<file path="src/rtl/renkon_sched_linebuf.sv">
// rtl/renkon_sched_linebuf.sv - layer scheduler sequencing line-buffer frames per (output group, input channel)
//
// Optional feature macro: RENKON_SCHED_PERF_EN (perf_cycles / perf_frames counters; tied to 0 when undefined)
//
// Ports:
//   clk, xrst                        clock, asynchronous active-high reset
//   req / ack                        layer start pulse / ready (idle) indication
//   size, kern, stride, pad          layer geometry, sampled on the accepted req
//   total_in, total_out              input / output channel counts, sampled on the accepted req
//   buf_ack, buf_stop                line-buffer idle level / end-of-frame pulse
//   buf_req                          one-cycle frame request to the line buffer
//   lb_size, lb_kern, lb_stride, lb_pad  latched geometry presented to the line buffer
//   buf_delay                        constant line-buffer counter tap (DELAY)
//   in_ch, out_ch                    current input channel / base output channel of the group
//   first_in, last_in                accumulator framing for the current frame
//   busy, done                       layer in progress / one-cycle completion pulse
//   perf_cycles, perf_frames         busy-cycle and frame counters
module renkon_sched_linebuf #(
    parameter int CORE    = 8,
    parameter int CHWIDTH = 16,
    parameter int DELAY   = 1,
    parameter int LWIDTH  = 8
) (
    input  logic               clk,
    input  logic               xrst,
    input  logic               req,
    output logic               ack,
    input  logic [LWIDTH-1:0]  size,
    input  logic [LWIDTH-1:0]  kern,
    input  logic [LWIDTH-1:0]  stride,
    input  logic [LWIDTH-1:0]  pad,
    input  logic [CHWIDTH-1:0] total_in,
    input  logic [CHWIDTH-1:0] total_out,
    input  logic               buf_ack,
    input  logic               buf_stop,
    output logic               buf_req,
    output logic [LWIDTH-1:0]  lb_size,
    output logic [LWIDTH-1:0]  lb_kern,
    output logic [LWIDTH-1:0]  lb_stride,
    output logic [LWIDTH-1:0]  lb_pad,
    output logic [31:0]        buf_delay,
    output logic [CHWIDTH-1:0] in_ch,
    output logic [CHWIDTH-1:0] out_ch,
    output logic               first_in,
    output logic               last_in,
    output logic               busy,
    output logic               done,
    output logic [31:0]        perf_cycles,
    output logic [CHWIDTH-1:0] perf_frames
);

    typedef enum logic [2:0] {S_IDLE, S_LOAD, S_REQ, S_RUN, S_NEXT, S_DONE} state_t;

    localparam logic [CHWIDTH-1:0] ONE    = CHWIDTH'(1);
    localparam logic [CHWIDTH:0]   CORE_X = (CHWIDTH+1)'(CORE);

    state_t             state, state_nx;
    logic [CHWIDTH-1:0] tot_in_q, tot_out_q;
    logic [CHWIDTH-1:0] tot_in_m1, nx_in;
    logic [CHWIDTH:0]   out_sum;
    logic               in_wrap, layer_end;

    assign buf_delay = 32'(DELAY);

    // Counter advance for S_NEXT. The extra sum bit makes an out_ch overflow
    // compare as past the end of the layer instead of wrapping to a small value.
    assign tot_in_m1 = tot_in_q - ONE;
    assign in_wrap   = !(in_ch < tot_in_m1);
    assign nx_in     = in_wrap ? '0 : in_ch + ONE;
    assign out_sum   = {1'b0, out_ch} + CORE_X;
    assign layer_end = in_wrap && (out_sum >= {1'b0, tot_out_q});

    always_ff @(posedge clk or posedge xrst) begin
        if (xrst) state <= S_IDLE;
        else      state <= state_nx;
    end

    always_comb begin
        state_nx = state;
        ack      = 1'b0;
        busy     = 1'b1;
        done     = 1'b0;
        case (state)
            S_IDLE: begin
                ack  = 1'b1;
                busy = 1'b0;
                if (req) state_nx = S_LOAD;
            end
            S_LOAD:  state_nx = (tot_in_q == '0 || tot_out_q == '0) ? S_DONE : S_REQ;
            S_REQ:   if (buf_ack) state_nx = S_RUN;
            S_RUN:   if (buf_stop) state_nx = S_NEXT;
            S_NEXT:  state_nx = layer_end ? S_DONE : S_REQ;
            S_DONE: begin
                done     = 1'b1;
                state_nx = S_IDLE;
            end
            default: state_nx = S_IDLE;
        endcase
    end

    // Datapath. buf_req is registered off the S_REQ->S_RUN transition, so it
    // is a clean single-cycle pulse and cannot repeat: the next S_REQ is at
    // least two cycles (S_RUN, S_NEXT) away.
    always_ff @(posedge clk or posedge xrst) begin
        if (xrst) begin
            buf_req   <= 1'b0;
            lb_size   <= '0;
            lb_kern   <= '0;
            lb_stride <= '0;
            lb_pad    <= '0;
            tot_in_q  <= '0;
            tot_out_q <= '0;
            in_ch     <= '0;
            out_ch    <= '0;
            first_in  <= 1'b0;
            last_in   <= 1'b0;
        end else begin
            buf_req <= 1'b0;
            case (state)
                S_IDLE: if (req) begin
                    lb_size   <= size;
                    lb_kern   <= kern;
                    lb_stride <= stride;
                    lb_pad    <= pad;
                    tot_in_q  <= total_in;
                    tot_out_q <= total_out;
                end
                S_LOAD: begin
                    in_ch    <= '0;
                    out_ch   <= '0;
                    first_in <= 1'b1;
                    last_in  <= (tot_in_q == ONE);
                end
                S_REQ: if (buf_ack) buf_req <= 1'b1;
                S_NEXT: begin
                    in_ch    <= nx_in;
                    if (in_wrap) out_ch <= out_sum[CHWIDTH-1:0];
                    first_in <= in_wrap;
                    last_in  <= (nx_in == tot_in_m1);
                end
                default: ;
            endcase
        end
    end

`ifdef RENKON_SCHED_PERF_EN
    always_ff @(posedge clk or posedge xrst) begin
        if (xrst) begin
            perf_cycles <= '0;
            perf_frames <= '0;
        end else if (state == S_IDLE && req) begin
            perf_cycles <= '0;
            perf_frames <= '0;
        end else begin
            if (state != S_IDLE && perf_cycles != '1) perf_cycles <= perf_cycles + 32'd1;
            if (buf_req) perf_frames <= perf_frames + ONE;
        end
    end
`else
    assign perf_cycles = '0;
    assign perf_frames = '0;
`endif

endmodule
</file>
<file path="config.mk">
export PLATFORM = sky130hd
export DESIGN_NAME = renkon_sched_linebuf
export DESIGN_NICKNAME = d
export VERILOG_FILES = /design/src/rtl/renkon_sched_linebuf.sv
export SDC_FILE = /design/constraint.sdc
export NUM_CORES = 1
export LEC_CHECK = 0
export ABC_AREA = 1
export CAP_MARGIN = 30
export CORE_MARGIN = 4
export CORE_UTILIZATION = 42
export CTS_CLUSTER_DIAMETER = 40
export CTS_CLUSTER_SIZE = 14
export DETAILED_ROUTE_END_ITERATION = 7
export PLACE_DENSITY = 0.89
export SLEW_MARGIN = 20
export SYNTH_ARGS = -nofsm -noshare
export SYNTH_HDL_FRONTEND = slang
export SYNTH_SLANG_ARGS = --single-unit
export TNS_END_PERCENT = 5
</file>
<file path="constraint.sdc">
create_clock -name clk -period 3.1 [get_ports clk]
set_clock_uncertainty 0.05 [all_clocks]
set_input_delay 0.465 -clock clk [delete_from_list [all_inputs] [get_ports clk]]
set_output_delay 0.465 -clock clk [all_outputs]
set_load 0.01 [all_outputs]
</file>
==> impl_metrics.yaml <==
die:
  coreArea_um2: 15200
  core.rowCount: 45
  die-area_um2: 17500
  die_w_um: 132
  dieHeight_um: 132
  initial_core_util: 0.428
  io_pins: 219
finish:
  nNetsFinal: 1059
  num_antenna_cells: 0
  nFillCells: 1312
  syn2layout_area_growth_pct: 32.2
  fin_util: 0.566
  drive_gt1_frac: 0.178
clock_network:
  h-tree-depth: 3
  cts_buffers: 9
  worstSkewPairLatency_ns: 0.35
  cts_tree: "built"
  postCtsHoldBufs: 0
  cts_root_buf: "clkbuf_16"
  cts_sinks: 99
  clk_pin_slew_ns: 0.08
  clock_path_buffers: 2
logic_synthesis:
  synth_xor_xnor_area_share: 0.0373
  synth_edf_count: 0
  synthAdderAreaFrac: 0.0615
  synthFlopType: "dfrtp_1"
  yosys.area.top_type: "dfrtp_1"
  yosys.area_share.simple: 0.213
  synth.top_cell.area_share: 0.381
  synth-seq-cells: 99
  avgSynthCellArea_um2: 8.18
  synth_top_family_by_area: "simple AND/OR/NAND/NOR gates"
  synth-seq-area-share: 0.381
  synth.area.mux_share: 0.0606
  synth-compound-area-share: 0.0765
  synthCells: 795
  yosysWarnings: 0
  synth_cell_types: 40
  synth_top_cells_by_area: "dfrtp_1, buf_4, nand2_1, ha_1, mux2_2"
  async_flop_share: 1.00
  synthesis.area_um2: 6510
power:
  peakVddDrop_mv: 0.466
  power_density_nw_per_um2: 707
  power.share.clock: 0.187
  p_int_w: 0.00369
  switching_share: 0.393
  power_switching_w: 0.00239
  leakagePower_nw: 4.05
  p_comb_frac: 0.479
  seqPwrFrac: 0.334
route:
  vias_per_cell: 5.08
  drcViolationCount: 0
  first_iter_violations: 499
  wl_per_cell_um: 15.6
  postRouteAntennaNets: 0
  drt_first_pass_iters: 7
  drt-total-wl_mm: 17.9
  num_vias: 5849
sta:
  whs_ns: 0.456
  worst_pin_slew_ns: 0.830
  setup_violations: 1
  post-route-period-util: 1.03
  slew_headroom: 0.447
  tns_ns: -0.0947
  rsz0062_at_grt: "true"
  hold_viol_final: 0
  setup_ws_ns: -0.0947
  min_period_ns: 3.19
  timing.fmax_ghz: 0.313
  slew_violations: 0
run_status:
  status: "finished, violations left"
  violations: "negative setup slack"
setup_path:
  cp_top_family: "simple AND/OR/NAND/NOR gates"
  worst_r2r_path_depth: 19
  rr_startpoint: "tot_in_q[2]"
  cp_data_arrival_time_ns: 3.43
  crit_path_start: "tot_in_q[2]"
  cp_cell_sequence: "nor2_2 -> nand2_1 -> nor2_2 -> nand2_1 -> xor2_2 -> inv_1 -> ha_4 -> nand2_2 -> inv_2 -> nand3_2 -> nor3_2 -> nand2_2 -> buf_4 -> nand3_1 -> xnor2_1 -> nand2_1 -> nor2_1 -> nand3_2 -> a21oi_2"
  cp_slowest_cell: "dfrtp_1"
  crit_cells: 19
  rr_endpoint: "last_in"
  reg2reg_slack_ns: -0.09
  crit_top_cell: "nand2_1"
  path_buf_inv: 3
  worst-setup-path-type: "reg -> reg"
  critPathRequiredTime_ns: 3.34
  crit_end: "last_in"
  cp_max_fo: 18
  max_stage_delay_ns: 0.42
  cp-start-kind: "flop"
  cp-end-kind: "flop"
global_routing:
  grt.overflow.total: 0
  grt_max_degree: 76
  grt_usage: 0.192
  antenna_found_initial: 1
  grt_pass1_wl_mm: 27.4
  grt_pass1_vias: 5735
run:
  maxCapViolations: 0
placed_design:
  dpl.hpwl_mm: 12.9
  io_buffers: 135
  place_congestion: 0.897
hold_path:
  hp-start: "lb_stride[6]"
  hp-class: "reg -> reg"
[cells in the mapped netlist (2+ instances only)]
cell type  number
o22ai_1        17
nor2_4          3
nand3b_1        3
nand4_1        16
dfrtp_1        99
ha_1           32
buf_2           7
nand3_2         4
inv_1          94
o21ai_0        16
xnor2_1         2
nor3_2          2
xor2_2          2
buf_4          83
nor2_1         82
nand2_2         6
nor3_1         11
nand2_1       117
o21ai_1         7
nand3_1        46
inv_2          12
xor2_1         22
mux2_2         35
conb_1          2
buf_1           4
nor4_1          5
nor2_2          8
a21oi_1        43
clkbuf_1        4
[metal layers]
layer | vias up | part of all wire | global-route usage | routed length, µm
li1 | 2733 | - | - | -
met1 | 2727 | 0.37 | 0.226 | 6710
met2 | 323 | 0.50 | 0.323 | 8940
met3 | 64 | 0.10 | 0.0688 | 1800
met4 | 2 | 0.027 | 0.0681 | 484
met5 | - | 0.00045 | 0 | 8
[power groups by stage]
stage	clock, W	sequential (W)	combinational (W)
floorplan	0	0.00211	0.00154
global placement	0	0.00201	0.00256
detailed placement	0	0.00205	0.00263
CTS	0.00116	0.00202	0.00272
global route	0.00122	0.00209	0.00319
finish	0.00114	0.00203	0.00291
[cells by family after synthesis]
kind of cell | count (synthesis)
compound gates | 90
simple gates | 305
flops | 99
fa+ha+maj | 32
mux | 35
xor+xnor | 26
buf+inv | 206
other cells | 2
[cells in the final DEF (no fill, tap or decap), types with 3 or more instances in the layout]
master / n
nor2_1: 73
nand2_2: 16
clkdlybuf4s50_1: 135
buf_4: 28
nand3_1: 41
nor2_2: 14
a21oi_1: 39
a21oi_2: 3
xor2_2: 7
buf_12: 4
nand2_1: 106
nor3_2: 4
nand3_2: 7
dfrtp_1: 97
o21ai_0: 16
nor2_4: 6
nand4_1: 16
nor3_1: 9
xor2_1: 17
nand3b_1: 3
inv_1: 92
clkinvlp_4: 3
inv_2: 12
conb_1: 83
clkbuf_16: 10
o21ai_1: 6
ha_1: 27
o22ai_1: 17
mux2_2: 35
ha_4: 4
nor4_1: 5
[sequential cells by signal, summed over array words and instances, names as in the netlist]
name / flops
in_ch: 16
last_in: 1
buf_req: 1
tot_in_q: 16
out_ch: 13
lb_stride: 8
tot_out_q: 16
lb_pad: 8
state: 3
first_in: 1
lb_size: 8
lb_kern: 8
[cell type report]
cell class | count | area, µm² | area share
Inverter | 107 | 408 | 0.0474
Sequential cell | 99 | 2480 | 0.288
Timing Repair Buffer | 170 | 1710 | 0.198
Clock inverter | 6 | 55.1 | 0.00640
Multi-Input combinational cell | 571 | 3480 | 0.404
Tap cell | 188 | 235 | 0.0274
Clock buffer | 10 | 239 | 0.0278
[how the worst min path moves through the flow]
| stage | endpoint | slack [ns] | depth (start not counted) |
|---|---|---|---|
| 5_1_grt | lb_stride[3] | 0.47 | 1 |
| 3_3_place_gp | lb_pad[7] | 0.44 | 1 |
| 3_5_place_dp | first_in | 0.44 | 2 |
| 4_1_cts | first_in | 0.46 | 2 |
| 6_report | lb_stride[6] | 0.46 | 1 |
| 2_1_floorplan | tot_out_q[0] | 0.44 | 1 |
[stage by stage]
step	worst slack [ns]	std cells	power (W)	cell area (µm²)
after floorplan	0.147	876	0.00365	6810
after global placement	0.0950	1116	0.00457	7870
after detailed placement	-0.00993	1116	0.00467	7870
after CTS	0.0198	1141	0.00591	8290
after global routing	-0.281	1151	0.00649	8600
final	-0.0947	1151	0.00608	8600
[timing repair]
item                       in CTS  in global routing
setup buffers                   8                  9
setup endpoints to repair       1                 18
gates cloned                    1                  1
pin swaps                       2                 22
resized for setup               5                 51
Power figures use the tool's default switching activity.
